## src/rtl/rom_pkg.sv

```systemverilog
// Shared definitions for the ROM scan controller.
// State encoding and ROM depth live here so the top and bench agree.
package rom_pkg;

  typedef logic [1:0] state_t;

  localparam state_t S_IDLE  = 2'd0;
  localparam state_t S_FETCH = 2'd1;
  localparam state_t S_SEND  = 2'd2;
  localparam state_t S_FIN   = 2'd3;

  localparam int ROM_DEPTH = 12;
  localparam int SUM_W     = 16;

endpackage

```

## src/rtl/rom_scan_ctrl_scan_stats.sv

```systemverilog
// Running max/min/sum accumulator over accepted ROM entries.
// clr restarts the statistics; en folds din into them.
module scan_stats
  import rom_pkg::*;
#(
  parameter int DW = 8
) (
  input  logic             clk,
  input  logic             rst,
  input  logic             clr,
  input  logic             en,
  input  logic [DW-1:0]    din,
  output logic [DW-1:0]    max_o,
  output logic [DW-1:0]    min_o,
  output logic [SUM_W-1:0] sum_o
);

  logic [DW-1:0]    max_q, max_d;
  logic [DW-1:0]    min_q, min_d;
  logic [SUM_W-1:0] sum_q, sum_d;

  always_comb begin
    max_d = max_q;
    min_d = min_q;
    sum_d = sum_q;
    if (clr) begin
      max_d = '0;
      min_d = '1;
      sum_d = '0;
    end else if (en) begin
      if (din > max_q) max_d = din;
      if (din < min_q) min_d = din;
      // Sum wraps modulo 2^SUM_W by construction.
      sum_d = sum_q + SUM_W'(din);
    end
  end

  always_ff @(posedge clk) begin
    if (rst) begin
      max_q <= '0;
      min_q <= '1;
      sum_q <= '0;
    end else begin
      max_q <= max_d;
      min_q <= min_d;
      sum_q <= sum_d;
    end
  end

  assign max_o = max_q;
  assign min_o = min_q;
  assign sum_o = sum_q;

endmodule

```

## src/rtl/rom_scan_ctrl.sv

```systemverilog
// Sequential scanner over an external ROM with a valid/ready output
// and running statistics on every accepted entry.
module rom_scan_ctrl
  import rom_pkg::*;
#(
  parameter int AW    = 8,
  parameter int DW    = 8,
  parameter int DEPTH = ROM_DEPTH
) (
  input  logic             clk,
  input  logic             rst,
  input  logic             start,
  input  logic [AW-1:0]    len,
  output logic [AW-1:0]    Dir,
  input  logic [DW-1:0]    Dato_e,
  output logic             out_valid,
  input  logic             out_ready,
  output logic [DW-1:0]    out_dato,
  output logic [AW-1:0]    out_idx,
  output logic             busy,
  output logic             done,
  output logic [DW-1:0]    max_o,
  output logic [DW-1:0]    min_o,
  output logic [SUM_W-1:0] sum_o
);

  localparam logic [AW-1:0] DEPTH_A = AW'(DEPTH);

  state_t        state_q, state_d;
  logic [AW-1:0] dir_q, dir_d;
  logic [AW-1:0] idx_q, idx_d;
  logic [AW-1:0] n_q, n_d;
  logic [DW-1:0] dato_q, dato_d;
  logic          clr;
  logic          hs;

  always_comb begin
    state_d = state_q;
    dir_d   = dir_q;
    idx_d   = idx_q;
    n_d     = n_q;
    dato_d  = dato_q;
    clr     = 1'b0;
    hs      = 1'b0;
    unique case (state_q)
      S_IDLE: begin
        if (start) begin
          clr = 1'b1;
          if (len == '0) begin
            state_d = S_FIN;
          end else begin
            n_d     = (len > DEPTH_A) ? DEPTH_A : len;
            dir_d   = '0;
            state_d = S_FETCH;
          end
        end
      end
      S_FETCH: begin
        dato_d  = Dato_e;
        idx_d   = dir_q;
        state_d = S_SEND;
      end
      S_SEND: begin
        if (out_ready) begin
          hs = 1'b1;
          if (idx_q == n_q - AW'(1)) begin
            state_d = S_FIN;
          end else begin
            dir_d   = dir_q + AW'(1);
            state_d = S_FETCH;
          end
        end
      end
      S_FIN: begin
        state_d = S_IDLE;
      end
      default: begin
        state_d = S_IDLE;
      end
    endcase
  end

  always_ff @(posedge clk) begin
    if (rst) begin
      state_q <= S_IDLE;
      dir_q   <= '0;
      idx_q   <= '0;
      n_q     <= '0;
      dato_q  <= '0;
    end else begin
      state_q <= state_d;
      dir_q   <= dir_d;
      idx_q   <= idx_d;
      n_q     <= n_d;
      dato_q  <= dato_d;
    end
  end

  assign Dir       = dir_q;
  assign out_dato  = dato_q;
  assign out_idx   = idx_q;
  assign out_valid = (state_q == S_SEND);
  assign busy      = (state_q != S_IDLE);
  assign done      = (state_q == S_FIN);

  scan_stats #(
    .DW (DW)
  ) u_stats (
    .clk   (clk),
    .rst   (rst),
    .clr   (clr),
    .en    (hs),
    .din   (dato_q),
    .max_o (max_o),
    .min_o (min_o),
    .sum_o (sum_o)
  );

endmodule

```

## config.mk

```make
export PLATFORM = sky130hd
export DESIGN_NAME = rom_scan_ctrl
export DESIGN_NICKNAME = d
export VERILOG_FILES = /design/src/rtl/rom_pkg.sv /design/src/rtl/rom_scan_ctrl_scan_stats.sv /design/src/rtl/rom_scan_ctrl.sv
export SDC_FILE = /design/constraint.sdc
export NUM_CORES = 1
export LEC_CHECK = 0
export BUFFER_PORTS_ARGS = -buffer_cell sky130_fd_sc_hd__buf_2
export CAP_MARGIN = 20
export CORE_MARGIN = 2
export CORE_UTILIZATION = 49
export DETAILED_ROUTE_END_ITERATION = 8
export HOLD_SLACK_MARGIN = 0.12
export MAX_ROUTING_LAYER = met4
export PLACE_DENSITY = 0.76
export SLEW_MARGIN = 20
export SYNTH_ARGS = -nofsm -noshare
export SYNTH_HDL_FRONTEND = slang
export SYNTH_SLANG_ARGS = --single-unit
```

## constraint.sdc

```tcl
create_clock -name clk -period 2.05 [get_ports clk]
set_input_delay 0 -clock clk [delete_from_list [all_inputs] [get_ports clk]]
set_output_delay 0 -clock clk [all_outputs]
set_load 0.01 [all_outputs]
```

==> impl_metrics.ini <==
[status]
status = finished, violations left
failed_checks = setup timing

[placement]
dpl_worst_slack_ps = -163.5
dp_hpwl_um = 7008
numPortBuffers = 78
routabilityCongestion = 0.8420
dpl_cell_area_um2 = 4379
placed_cells = 617

[synth]
synth-edff-count = 0
synth_area_leaders = dfxtp_1 37%, ha_1 8.9%, nand2_1 5.7%
synthCells = 414
yosysSeqAreaShare_pct = 37.45
ys.flop_type = dfxtp_1
netlist_top_cells_count = 66 x dfxtp_1, 54 x nand2_1, 38 x a21oi_1
synth_most_common_cell = dfxtp_1
ys_ff_latch = 66
avgSynthCellArea_um2 = 8.523
async_reset_ff_share_pct = 0
synth_top_area_cell = dfxtp_1
synth_warnings = 0
netlist.area_leader.share_pct = 37.45
synth_fp_nets = 460
synth.distinct_cells = 47
synthesis.area_um2 = 3528

[cells_and_area]
final_cells = 669
diodes = 0
final_layout_size_suffix_gt1_share_pct = 38.57
nets = 614
syn2layout_area_growth_pct = 46.67
design_area_um2 = 5175

[drt]
wl_um = 11110
drc_errors = 0
drt_iter0_drc = 168
dr.pass1.iters = 4
via_count = 3745
wl_per_cell_um = 16.61
viasPerCell = 5.598
final_antenna_net_count = 0

[die]
core-area_um2 = 6869
fp.dieH_um = 88.86
rows = 30
die_area_um2 = 7895
die_w_um = 88.86
initial_core_util_pct = 51.37
pin_count = 79

[critical_path]
critPathRequiredTime_ps = 2320
reg2reg_from = n_q[0]
worst-path-max-fanout = 8
worst_setup_path_end_kind = flop
cp_data_arrival_time_ps = 2430
rr_worst_depth = 10
cp_slowest_stage_delay_ps = 390
reg2reg_to = n_q[0]
cp-startpoint = n_q[0]
cpMostUsedCell = buf_4
r2r_setup_slack_ps = -110
worstPathCellList = buf_4 -> buf_4 -> xnor2_1 -> nor3_1 -> nand4b_1 -> a2111oi_4 -> buf_6 -> nor3_4 -> buf_4 -> o31ai_2
slowest_stage = a2111oi_4
critPathLaunchType = flop
crit_type = reg -> reg
crit_path_end = n_q[0]

[power_and_ir_drop]
power.density_nw_per_um2 = 571.7
p_int_mw = 2.116
total_power_mw = 2.959
pwr-share-comb_pct = 16.4
clockPowerShare_pct = 38.7
switching_share_pct = 28.47
pwr-share-seq_pct = 44.8
ir_drop_mv = 0.3798
netSwitchingPower_mw = 0.8423
power_leakage_nw = 2.330

[timing]
tightest_slew_ps = 1034
finClkSkew_ps = 6.946
fin_crit_ps = 2160
drv_slew = 0
setup-tns-final_ps = -911.0
setup_slack_ps = -110.1
setup_viol_count_final = 16
grt_setup_unrepaired = yes
hold_viol = 0
fmax_mhz = 463.0
slew_headroom_pct = 30.84
fin_crit_sh_pct = 105.4

[clock_tree]
clock_path_buffers = 2
clk_latency_ps = 360
htreeDepth = 3
cts_tree = done
cts-root-buf = clkbuf_8
cts_buffers = 9
clk_pin_slew_ps = 80
clock-sinks = 66

[grt]
track_usage_pct = 28.09
grt_pass1_wl_um = 16590
grt-ovfl-total = 0
antenna_found_initial = 0
grt_pass1_vias = 3571
grt_max_degree = 22

[hold_path]
worstHoldPathType = in -> reg

[flow_run]
drv_cap = 0
-- worst min-delay path by stage --
stage	start	to	slack, ps	cells after the start
2_1_floorplan	Dato_e[0]	out_dato[0]	130	2
3_3_place_gp	Dato_e[1]	out_dato[1]	250	3
3_5_place_dp	Dato_e[5]	out_dato[5]	260	3
4_1_cts	len[5]	n_q[2]	150	4
5_1_grt	len[4]	n_q[2]	200	4
6_report	len[5]	n_q[2]	130	4
-- cells by family (layout without fill, tap and decap cells) --
kind of cell	count (synthesis)	count (layout)	share of synthesized area, %
DFF	66	66	37.45
muxes	14	14	3.972
adders and majority gates	26	26	9.433
AOI/OAI and AO/OA	102	103	19.54
buffers and inverters	40	198	4.326
xor gates and xnor gates	15	15	3.724
and+or+nand+nor	151	151	21.56
-- area by class of cell --
cell class	instances	area (µm²)
Inverter	25	96.34
Timing Repair Buffer	157	1062
Sequential cell	66	1344
Clock inverter	6	66.31
Fill cell	494	1694
Tap cell	96	120.1
Multi-Input combinational cell	309	2349
Clock buffer	10	137.6
-- critical path, delay by kind of cell (launching register included) --
| family | cells | cell delay (ps) |
|---|---|---|
| xor gates and xnor gates | 1 | 110 |
| AOI/OAI and AO/OA | 2 | 560 |
| and+or+nand+nor | 3 | 450 |
| DFF | 1 | 350 |
| buffers and inverters | 4 | 610 |
-- metal layers --
layer / share of wire [%] / global-route usage, %
met3: 5.1 / 4.664
met1: 43 / 34.77
met5: 0 / -
met4: 2.8 / 10.61
met2: 49 / 45.86
-- what timing repair did --
item / 4_1_cts / 5_1_grt
hold endpoints to repair: 20 / 0
hold buffers: 19 / 0
buffers inserted: 13 / 4
gates resized for setup: 33 / 41
pin swaps: 23 / 24
gates cloned: 0 / 1
setup endpoints to repair: 35 / 37
-- metrics by stage --
step / hold slack (ps) / utilization (%)
floorplan: 128.5 / -
global placement: 250.5 / 63.75
detailed placement: 259.3 / 63.75
CTS: 150.3 / 72.39
global route: 200.9 / 75.34
finish: 130.8 / 75.34
-- state kept, by name (all words and copies together) (netlist names) --
name / flops
Dir: 8
n_q: 8
out_dato: 8
out_idx: 8
state_q: 2
u_stats.max_o: 8
u_stats.min_o: 8
u_stats.sum_o: 16
-- power groups by stage --
stage	sequential [mW]	clock [mW]	combinational, mW
2_1_floorplan	1.37	0	0.227
3_3_place_gp	1.35	0	0.371
3_5_place_dp	1.35	0	0.384
4_1_cts	1.32	1.15	0.439
5_1_grt	1.33	1.21	0.524
6_report	1.33	1.15	0.486
-- cells in the final DEF (no fill, tap or decap), types with 4 or more instances in the layout --
| cell type | synthesis | routed |
|---|---|---|
| a211oi_2 | 0 | 6 |
| a21o_1 | 6 | 6 |
| a21oi_1 | 38 | 35 |
| a32o_1 | 6 | 6 |
| and2_1 | 6 | 6 |
| and3_1 | 7 | 6 |
| buf_2 | 1 | 78 |
| buf_4 | 0 | 54 |
| buf_6 | 0 | 5 |
| clkbuf_8 | 0 | 10 |
| dfxtp_1 | 66 | 54 |
| dfxtp_2 | 0 | 9 |
| dlygate4sd3_1 | 0 | 19 |
| ha_1 | 25 | 19 |
| ha_4 | 0 | 6 |
| inv_1 | 25 | 19 |
| inv_2 | 0 | 5 |
| mux2i_1 | 14 | 13 |
| nand2_1 | 54 | 54 |
| nand2b_1 | 6 | 5 |
| nand3_1 | 11 | 10 |
| nor2_1 | 30 | 25 |
| nor3_1 | 7 | 4 |
| nor3b_1 | 6 | 6 |
| o21ai_0 | 20 | 10 |
| o21ai_1 | 1 | 7 |
| or3_1 | 5 | 4 |
| xnor2_1 | 12 | 12 |
Note: power is estimated with default switching activity, not from simulation.
